===== src/rtl/mem_bus_arbiter.sv =====
// Two-core RAM port arbiter: round-robin between cores, dcache over icache
// within a core, BURST_LEN-word dcache bursts and single-word icache fetches.
package mem_bus_pkg;
  typedef enum logic [1:0] {
    FREE   = 2'b00,
    BUSY   = 2'b01,
    ACCESS = 2'b10,
    ERROR  = 2'b11
  } ramstate_t;
endpackage

module mem_bus_arbiter
  import mem_bus_pkg::*;
#(
  parameter int NCORE     = 2,
  parameter int BURST_LEN = 2,
  parameter int CNT_W     = 1
) (
  input  logic                   CLK,
  input  logic                   RST,
  input  logic [NCORE-1:0]       iREN,
  input  logic [NCORE-1:0][31:0] iaddr,
  output logic [NCORE-1:0]       iwait,
  output logic [31:0]            iload,
  input  logic [NCORE-1:0]       dREN,
  input  logic [NCORE-1:0]       dWEN,
  input  logic [NCORE-1:0][31:0] daddr,
  input  logic [NCORE-1:0][31:0] dstore,
  output logic [NCORE-1:0]       dwait,
  output logic [31:0]            dload,
  output logic                   ramREN,
  output logic                   ramWEN,
  output logic [31:0]            ramaddr,
  output logic [31:0]            ramstore,
  input  logic [31:0]            ramload,
  input  logic [1:0]             ramstate,
  output logic                   bus_err
);

  typedef enum logic [1:0] {ARB, SERVE_I, SERVE_D} state_t;

  state_t           state;
  logic             gnt_core;
  logic             rr_ptr;
  logic [CNT_W-1:0] wcnt;
  logic             gnt_wr;

  ramstate_t        rs;
  logic [NCORE-1:0] d_req;
  logic             gnt_req;
  logic             ack;
  logic             err;
  logic             sel_valid;
  logic             sel_core;
  logic             sel_d;

  assign rs    = ramstate_t'(ramstate);
  assign d_req = dREN | dWEN;
  assign iload = ramload;
  assign dload = ramload;

  // A dropped request overrides whatever the RAM reports that cycle.
  always_comb begin
    gnt_req = 1'b0;
    case (state)
      SERVE_I: gnt_req = iREN[gnt_core];
      SERVE_D: gnt_req = d_req[gnt_core];
      default: gnt_req = 1'b0;
    endcase
  end

  assign ack = gnt_req && (rs == ACCESS);
  assign err = gnt_req && (rs == ERROR);

  // Fixed priority walk: d[p], i[p], d[~p], i[~p].
  always_comb begin
    // NOTE: every combinational output gets a default first so no path leaves it unassigned, which would infer a latch.
    sel_valid = 1'b1;
    sel_core  = rr_ptr;
    sel_d     = 1'b1;
    if (d_req[rr_ptr]) begin
      sel_core = rr_ptr;
      sel_d    = 1'b1;
    end else if (iREN[rr_ptr]) begin
      sel_core = rr_ptr;
      sel_d    = 1'b0;
    end else if (d_req[~rr_ptr]) begin
      sel_core = ~rr_ptr;
      sel_d    = 1'b1;
    end else if (iREN[~rr_ptr]) begin
      sel_core = ~rr_ptr;
      sel_d    = 1'b0;
    end else begin
      sel_valid = 1'b0;
    end
  end

  always_comb begin
    iwait    = '1;
    dwait    = '1;
    ramREN   = 1'b0;
    ramWEN   = 1'b0;
    ramaddr  = '0;
    ramstore = '0;
    bus_err  = 1'b0;
    case (state)
      SERVE_I: begin
        ramREN          = 1'b1;
        ramaddr         = iaddr[gnt_core];
        iwait[gnt_core] = ~ack;
        bus_err         = err;
      end
      SERVE_D: begin
        ramREN          = ~gnt_wr;
        ramWEN          = gnt_wr;
        ramaddr         = daddr[gnt_core];
        ramstore        = dstore[gnt_core];
        dwait[gnt_core] = ~ack;
        bus_err         = err;
      end
      default: ;
    endcase
  end

  always_ff @(posedge CLK) begin
    // NOTE: state registers use non-blocking assignments so every flop samples pre-edge values.
    if (RST) begin
      state    <= ARB;
      rr_ptr   <= 1'b0;
      wcnt     <= '0;
      gnt_core <= 1'b0;
      gnt_wr   <= 1'b0;
    end else begin
      case (state)
        ARB: begin
          if (sel_valid) begin
            gnt_core <= sel_core;
            wcnt     <= '0;
            gnt_wr   <= sel_d & dWEN[sel_core];
            state    <= sel_d ? SERVE_D : SERVE_I;
          end
        end
        SERVE_I, SERVE_D: begin
          if (!gnt_req) begin
            state <= ARB;
          end else if (err) begin
            rr_ptr <= ~gnt_core;
            state  <= ARB;
          end else if (ack) begin
            if (state == SERVE_I || wcnt == CNT_W'(BURST_LEN - 1)) begin
              rr_ptr <= ~gnt_core;
              state  <= ARB;
            end else begin
              wcnt <= wcnt + CNT_W'(1);
            end
          end
        end
        default: state <= ARB;
      endcase
    end
  end

endmodule


===== config.mk =====
export PLATFORM = sky130hd
export DESIGN_NAME = mem_bus_arbiter
export DESIGN_NICKNAME = d
export VERILOG_FILES = /design/src/rtl/mem_bus_arbiter.sv
export SDC_FILE = /design/constraint.sdc
export NUM_CORES = 1
export LEC_CHECK = 0
export BUFFER_PORTS_ARGS = -buffer_cell sky130_fd_sc_hd__buf_2
export CAP_MARGIN = 30
export CORE_AREA = 10 10 136 138
export CTS_BUF_LIST = sky130_fd_sc_hd__clkbuf_8 sky130_fd_sc_hd__clkbuf_16
export DETAILED_ROUTE_END_ITERATION = 10
export DIE_AREA = 0 0 146 148
export GPL_TIMING_DRIVEN = 0
export PLACE_DENSITY = 0.51
export SYNTH_ARGS = -nofsm -noshare
export SYNTH_HDL_FRONTEND = slang
export SYNTH_SLANG_ARGS = --single-unit
export TNS_END_PERCENT = 20

===== constraint.sdc =====
create_clock -name CLK -period 2.8 [get_ports CLK]
set_input_delay 0.14 -clock CLK [delete_from_list [all_inputs] [get_ports CLK]]
set_output_delay 0.14 -clock CLK [all_outputs]
set_load 0.05 [all_outputs]

==> results_dict.tcl, run 1 <==
set metrics [dict create \
    clk_pin_slew_ns 0.03 \
    finalMaxSlewViolations 0 \
    avgSynthCellArea_um2 8.06 \
    grt_setup_unrepaired "no" \
    via_per_inst 4.05 \
    final_common_cell "buf_2" \
    io_buffer_count 336 \
    yosysTopAreaCellShare_pct 17.8 \
    tns_ns 0 \
    worstPathRequired_ns 2.66 \
    max-slew-margin-rel_pct 54.3 \
    path_max_fanout 10 \
    route.final.wire_length_um 16800 \
    synthArstFlopShare_pct 0 \
    worstSetupStartpointType "flip-flop" \
    synth_area_leaders "buf_4 (18%), nor2b_1 (14%), mux2_2 (13%), mux2_1 (13%), mux2i_1 (11%)" \
    die_w_um 146 \
    place.detailed.instances 902 \
    max_freq_mhz 414 \
    p_int_uw 694 \
    routabilityCongestion 0.783 \
    r2r_start "state[1]" \
    die_h_um 148 \
    core-area_um2 15700 \
    swShare_pct 53.6 \
    reg2reg_depth 7 \
    ios 369 \
    numCtsBuffers 3 \
    status "finished clean" \
    p_switching_uw 803 \
    synth_cell_types 39 \
    antenna_left 0 \
    period_share_pct 86.2 \
    gr-total-overflow 0 \
    ys_seq_elements 6 \
    num_vias 3663 \
    leakagePower_nw 2.47 \
    drc 0 \
    n_antenna_cell 0 \
    power_frac_comb_pct 78.0 \
    rows 46 \
    synth_edf_count 0 \
    startpoint "state[0]" \
    ff2ff_setup_slack_ns 0.89 \
    wl_per_cell_um 18.6 \
    path_class "reg -> out" \
    nets 927 \
    min_path_cells 2 \
    syn-num-nets 587 \
    dr.pass1.iters 4 \
    synthCells 350 \
    rr_endpoint "state[1]" \
    period_needed_ns 2.41 \
    yosys.area.top_type "buf_4" \
    min_from "RST" \
    cts_tree "built" \
    area_delta_synth_final_pct 71.8 \
    layout-drive-gt1-share_pct 65.4 \
    start_util_pct 18.0 \
    clock_sink_count 6 \
    fin_worst_skew_ns 0.00251 \
    post_dp_cell_area_um2 4770 \
    p_seq_share_pct 6.4 \
    layout_common_cells "buf_2 (344), buf_4 (67), nor2b_1 (65)" \
    cts.htree.levels 1 \
    pwr-share-clk_pct 15.6 \
    whs_ns 0.173 \
    hpwlAfterDp_um 15200 \
    cts_root_buf "clkbuf_16" \
    maxCapViolCount 0 \
    grt_max_degree 11 \
    ys_warn_count 0 \
    instances_no_fill 904 \
    synth_area_um2 2820 \
    hold_class "in -> reg" \
    max-vdd-ir-drop_uv 149 \
    endpoint_kind "output pin" \
    grt_pass1_wl_um 24600 \
    arrival_ns 2.27 \
    die-area_um2 21600 \
    synth-main-ff-cell "dfxtp_1" \
    final_area_um2 4850 \
    tightest_slew_ns 0.680 \
    drt_iter0_drc 86 \
    antenna_found_initial 0 \
    clock_path_buffers 2 \
    first_global_vias 4107 \
    design_power_total_mw 1.50 \
    final_hold_viol_count 0 \
    powerDensity_nw_per_um2 309 \
    grt_use_total_pct 14.1 \
    synth-seq-area-share_pct 4.26 \
    setup_viol 0 \
    hold_end "rr_ptr" \
    postCtsSetupRepairBufs 0 \
    clkLatencyLatePin_ns 0.23 \
]
stage by stage:
step                      util, %  worst slack, ns
after global placement       30.4           0.0845
after CTS                    30.9            0.110
final                        30.8            0.386
after floorplan                 -            0.677
after detailed placement     30.4            0.133
after global routing         30.8            0.134
Yosys cell counts (4+ instances only):
cell and instances:
inv_1 5, nor2b_1 65, buf_4 67, a22oi_1 32
nand2_1 5, nor2_1 8, a21oi_1 4, mux2i_1 32
buf_2 8, clkbuf_1 13, dfxtp_1 6, mux2_1 32
mux2_2 33
layer usage:
layer	vias up	part of all wire (%)	global-route usage (%)
met3	7	10	5.31
li1	1854	-	-
met5	-	0	0
met1	1573	37	14.6
met4	0	0.54	1.50
met2	229	52	27.3
critical path, stage by stage, from the launching register on:
cell and delay (ns):
dfxtp_1 0.31, inv_1 0.08, ha_1 0.37, clkbuf_2 0.37
clkbuf_1 0.32, nor2b_1 0.26, buf_2 0.31
power by group through the flow:
stage	logic [mW]	registers, mW	clock network, mW
final	1.17	0.0961	0.234
after global routing	1.25	0.0973	0.243
after CTS	1.19	0.0963	0.238
after detailed placement	1.19	0.0975	0
after global placement	1.18	0.0976	0
after floorplan	0.821	0.0959	0
cell type report:
cell class                      instances  area, µm²
Buffer                                 89        597
Multi-Input combinational cell        249       2080
Fill cell                            1753      10900
Tap cell                              216        270
Sequential cell                         6        120
Timing Repair Buffer                  336       1680
Clock buffer                            3       75.1
Inverter                                5       18.8
what timing repair did:
action / CTS / global route
gates resized for setup: 1 / 0
cloned: 0 / 0
setup endpoints to repair: 4 / 1
hold buffers: 0 / 0
sequential cells by signal, summed over array words and instances, names as in the netlist:
name / cells
rr_ptr: 1
gnt_wr: 1
wcnt: 1
state: 2
gnt_core: 1
kinds of logic (layout without fill, tap and decap cells):
group,after synthesis,after routing,share of synthesized area (%)
mux,97,97,37.3
compound gates,53,53,14.9
buf+inv,95,433,21.9
simple gates,96,96,20.3
flops,6,6,4.26
fa+ha+maj,3,3,1.33
worst max path at each step:
stage / endpoint / slack, ns / depth (start not counted)
2_1_floorplan: ramstore[10] / 0.68 / 6
3_3_place_gp: ramstore[20] / 0.08 / 7
3_5_place_dp: ramstore[20] / 0.13 / 7
4_1_cts: ramstore[20] / 0.11 / 7
5_1_grt: ramstore[20] / 0.13 / 6
6_report: ramstore[20] / 0.39 / 6
No activity file was read; power rests on OpenSTA's default activity.
==> inputs of run 2 (changes only) <==
Settings changed: REMOVE_ABC_BUFFERS from default to 1.
==> run 2 against run 1 <==
Count of clock-buffer cells in the layout is the same. Sequential power grew 10%. Highest routed layer is now met5. Total power down 20%.
==> results_dict.tcl, run 2 (synthesized netlist as in run 1, its figures left out) <==
set metrics [dict create \
    status "finished clean" \
    largest_reg_flops 2 \
    setup_viol 0 \
    final_common_cell "buf_2" \
    core-area_um2 15700 \
    swShare_pct 48.5 \
    max_freq_mhz 408 \
    dr.pass1.iters 4 \
    design_power_total_mw 1.20 \
    drt_iter0_drc 87 \
    worstSetupStartpointType "flip-flop" \
    io_buffer_count 272 \
    path_max_fanout 38 \
    cts.htree.levels 1 \
    pwr-share-clk_pct 20.1 \
    tns_ns 0 \
    route.final.wire_length_um 15000 \
    path_class "reg -> out" \
    max-slew-margin-rel_pct 40.6 \
    leakagePower_nw 1.87 \
    largest-register "state" \
    clkLatencyLatePin_ns 0.23 \
    start_util_pct 18.0 \
    ctsHoldBuffers 0 \
    hpwlAfterDp_um 12900 \
    num_vias 3160 \
    grt_use_total_pct 12.1 \
    ctsResizeCount 0 \
    die_h_um 148 \
    whs_ns 0.173 \
    power_frac_comb_pct 71.0 \
    p_int_uw 619 \
    reg2reg_depth 6 \
    utilization_pct 25.6 \
    first_global_vias 3211 \
    antenna_left 0 \
    clock_path_buffers 2 \
    grt_pass1_wl_um 20500 \
    hold_class "in -> reg" \
    powerDensity_nw_per_um2 299 \
    final_hold_viol_count 0 \
    arrival_ns 2.31 \
    clock_sink_count 6 \
    maxCapViolCount 0 \
    antenna_found_initial 0 \
    layout-drive-gt1-share_pct 58.6 \
    fin_worst_skew_ns 0.00132 \
    cts_tree "built" \
    p_seq_share_pct 8.8 \
    rows 46 \
    numCtsBuffers 3 \
    nets 777 \
    layout_common_cells "buf_2 (272), nor2b_1 (65), mux2_2 (33)" \
    die_w_um 146 \
    drc 0 \
    min_path_cells 2 \
    fillCellCount 1752 \
    p_switching_uw 582 \
    register_area_um2 124 \
    via_per_inst 4.19 \
    clk_pin_slew_ns 0.04 \
    grt_max_degree 62 \
    period_needed_ns 2.45 \
    area_delta_synth_final_pct 42.4 \
    grt_setup_unrepaired "no" \
    cts_root_buf "clkbuf_16" \
    tightest_slew_ns 0.891 \
    ios 369 \
    gr-total-overflow 0 \
    worstPathRequired_ns 2.66 \
    die-area_um2 21600 \
    finalMaxSlewViolations 0 \
    max-vdd-ir-drop_uv 347 \
    n_antenna_cell 0 \
    period_share_pct 87.6 \
    postCtsSetupRepairBufs 0 \
    endpoint_kind "output pin" \
    routabilityCongestion 0.789 \
    wl_per_cell_um 19.8 \
    multi_input_area_um2 2090 \
]
run 2: cell types whose count changed in the layout (fill, tap and decap cells not counted), sizes merged:
cell	change
buf	-138
clkbuf	-12
inv	+1
run 2: metal layers:
metal / vias to the layer above / track usage, % / wire (µm)
li1: 1562 / - / -
met1: 1405 / 13.4 / 5840
met2: 184 / 19.2 / 6810
met3: 7 / 8.42 / 2140
met4: 2 / 0.801 / 46
met5: - / 4.50 / 112
run 2: metrics by stage:
| step | instance area (µm²) | instances | setup slack (ns) |
|---|---|---|---|
| floorplan | 2220 | 260 | -1.61 |
| global placement | 3850 | 748 | -2.74 |
| detailed placement | 3940 | 751 | 0.518 |
| CTS | 4020 | 755 | 0.262 |
| global route | 4020 | 755 | 0.0930 |
| finish | 4020 | 755 | 0.347 |
run 2: final timing paths:
| kind | startpoint | end | slack (ns) |
|---|---|---|---|
| worst min-delay path | RST | wcnt | 0.17 |
| worst min register to register | state[0] | state[0] | 0.53 |
| worst max register to register | state[0] | rr_ptr | 0.68 |
| worst max-delay path | state[1] | iwait[0] | 0.35 |
run 2: critical path: stages, from the launching register on:
cell     delay (ns)
dfxtp_1        0.30
inv_1          0.09
ha_2           0.78
a32oi_4        0.17
nor4_1         0.36
nand2_1        0.10
buf_2          0.26
run 2: power by group through the flow:
stage | registers, mW | logic, mW | clock network, mW
final | 0.106 | 0.853 | 0.242
after detailed placement | 0.108 | 0.861 | 0
after floorplan | 0.115 | 0.550 | 0
after global placement | 0.124 | 0.837 | 0
after global routing | 0.108 | 0.911 | 0.251
after CTS | 0.106 | 0.863 | 0.243
run 2: cell type report:
cell class                      instances  share of cell area [%]
Clock buffer                            3                    1.87
Clock inverter                          1                  0.0935
Inverter                                5                   0.467
Multi-Input combinational cell        249                    52.0
Sequential cell                         6                    3.08
Tap cell                              216                    6.73
Timing Repair Buffer                  275                    35.8
==> inputs of run 3 (changes only) <==
Settings changed: CTS_CLUSTER_SIZE from default to 40, PLACE_DENSITY 0.51 to default, SLEW_MARGIN from default to 10.
==> run 3 against run 2 <==
Core utilization rose by 0.18 points. Design area rose by 0.69%. Via count rose by 2.7%.
==> results_dict.tcl, run 3 (synthesized netlist as in run 1, its figures left out) <==
set metrics [dict create \
    drt_iter0_drc 139 \
    p_seq_share_pct 9.0 \
    n_antenna_cell 0 \
    num_vias 3246 \
    grt_pass1_wl_um 21200 \
    max-slew-margin-rel_pct 51.1 \
    powerDensity_nw_per_um2 297 \
    reg2reg_depth 5 \
    gr-total-overflow 0 \
    finalMaxSlewViolations 0 \
    hpwlAfterDp_um 13000 \
    largest-register "state" \
    area_delta_synth_final_pct 43.3 \
    pwr-share-clk_pct 19.8 \
    io_buffer_count 272 \
    hold_class "in -> reg" \
    core-area_um2 15700 \
    hold_end "gnt_core" \
    setup_viol 0 \
    die-area_um2 21600 \
    first_global_vias 3483 \
    antenna_found_initial 0 \
    min_from "RST" \
    largest_reg_flops 2 \
    clkLatencyLatePin_ns 0.23 \
    period_needed_ns 2.49 \
    cts_tree "built" \
    min_path_cells 2 \
    rr_endpoint "rr_ptr" \
    rows 46 \
    ctsResizeCount 0 \
    ios 369 \
    worstPathRequired_ns 2.66 \
    max_freq_mhz 402 \
    ctsHoldBuffers 0 \
    arrival_ns 2.35 \
    layout-drive-gt1-share_pct 58.7 \
    fin_worst_skew_ns 0.00290 \
    layout_common_cells "buf_2 (272), nor2b_1 (65), mux2_2 (33)" \
    drc 0 \
    die_h_um 148 \
    tightest_slew_ns 0.728 \
    final_hold_viol_count 0 \
    numCtsBuffers 3 \
    p_int_uw 621 \
    dp_slack_ns 0.521 \
    status "finished clean" \
    swShare_pct 48.3 \
    design_power_total_mw 1.20 \
    tns_ns 0 \
    path_class "reg -> out" \
    setup_slack_ns 0.310 \
    via_per_inst 4.29 \
    clock_path_buffers 2 \
    clk_pin_slew_ns 0.04 \
    whs_ns 0.174 \
    cts_root_buf "clkbuf_16" \
    routabilityCongestion 0.810 \
    power_frac_comb_pct 71.2 \
    start_util_pct 18.0 \
    final_common_cell "buf_2" \
    die_w_um 146 \
    cpPeakStageDelay_ns 0.77 \
    period_share_pct 88.9 \
    leakagePower_nw 1.88 \
    antenna_left 0 \
    grt_max_degree 54 \
    postCtsSetupRepairBufs 0 \
    dr.pass1.iters 4 \
    cts.htree.levels 1 \
    route.final.wire_length_um 14900 \
    path_max_fanout 53 \
    maxCapViolCount 0 \
    clock_sink_count 6 \
    crit_chain "or3b_1 > a32oi_4 > nor2_1 > nand4b_1 > buf_2" \
    nets 778 \
    crit_path_top_delay_cell "dfxtp_4" \
    max-vdd-ir-drop_uv 225 \
    p_switching_uw 579 \
    wl_per_cell_um 19.7 \
    ff2ff_setup_slack_ns 0.72 \
    endpoint_kind "output pin" \
    worstSetupStartpointType "flip-flop" \
    grt_setup_unrepaired "no" \
    grt_use_total_pct 12.4 \
    r2r_start "state[0]" \
    utilization_pct 25.7 \
]
run 3: worst max-delay path by stage:
stage | startpoint | slack [ns] | depth (start not counted) | end
after global placement | gnt_core | -2.68 | 5 | dwait[0]
after CTS | gnt_core | 0.27 | 5 | dwait[1]
final | gnt_core | 0.31 | 5 | dwait[1]
after floorplan | gnt_core | -1.61 | 4 | dwait[0]
after global routing | state[0] | 0.17 | 6 | iwait[0]
after detailed placement | gnt_core | 0.52 | 5 | ramaddr[18]
run 3: layout make-up:
| type | instances | area [µm²] |
|---|---|---|
| Multi-Input combinational cell | 249 | 2090 |
| Sequential cell | 6 | 124 |
| Inverter | 5 | 18.8 |
| Clock buffer | 3 | 75.1 |
| Fill cell | 1754 | 11700 |
| Tap cell | 216 | 270 |
| Clock inverter | 1 | 3.75 |
| Timing Repair Buffer | 276 | 1460 |
run 3: critical path, delay by kind of cell, from the launching register on:
kind	cells	cell delay, ns
AO/OA/AOI/OAI	1	0.36
AND/OR/NAND/NOR	3	0.70
buffers and inverters	1	0.27
flip-flops	1	0.77
run 3: power by group through the flow:
stage | logic, mW | registers (mW) | clock network (mW)
floorplan | 0.550 | 0.115 | 0
global placement | 0.835 | 0.123 | 0
detailed placement | 0.864 | 0.110 | 0
CTS | 0.865 | 0.108 | 0.243
global route | 0.918 | 0.110 | 0.248
finish | 0.855 | 0.108 | 0.237
run 3: stage by stage:
stage | std cells | instance area [µm²]
3_3_place_gp | 748 | 3850
2_1_floorplan | 260 | 2220
4_1_cts | 756 | 4040
6_report | 756 | 4040
3_5_place_dp | 752 | 3970
5_1_grt | 756 | 4040
run 3: layer usage:
layer | vias up | routed length [µm] | GRT usage, %
li1 | 1554 | - | -
met4 | 4 | 51 | 1.20
met2 | 229 | 6560 | 19.1
met3 | 8 | 2450 | 9.86
met5 | - | 149 | 5.92
met1 | 1451 | 5670 | 13.0
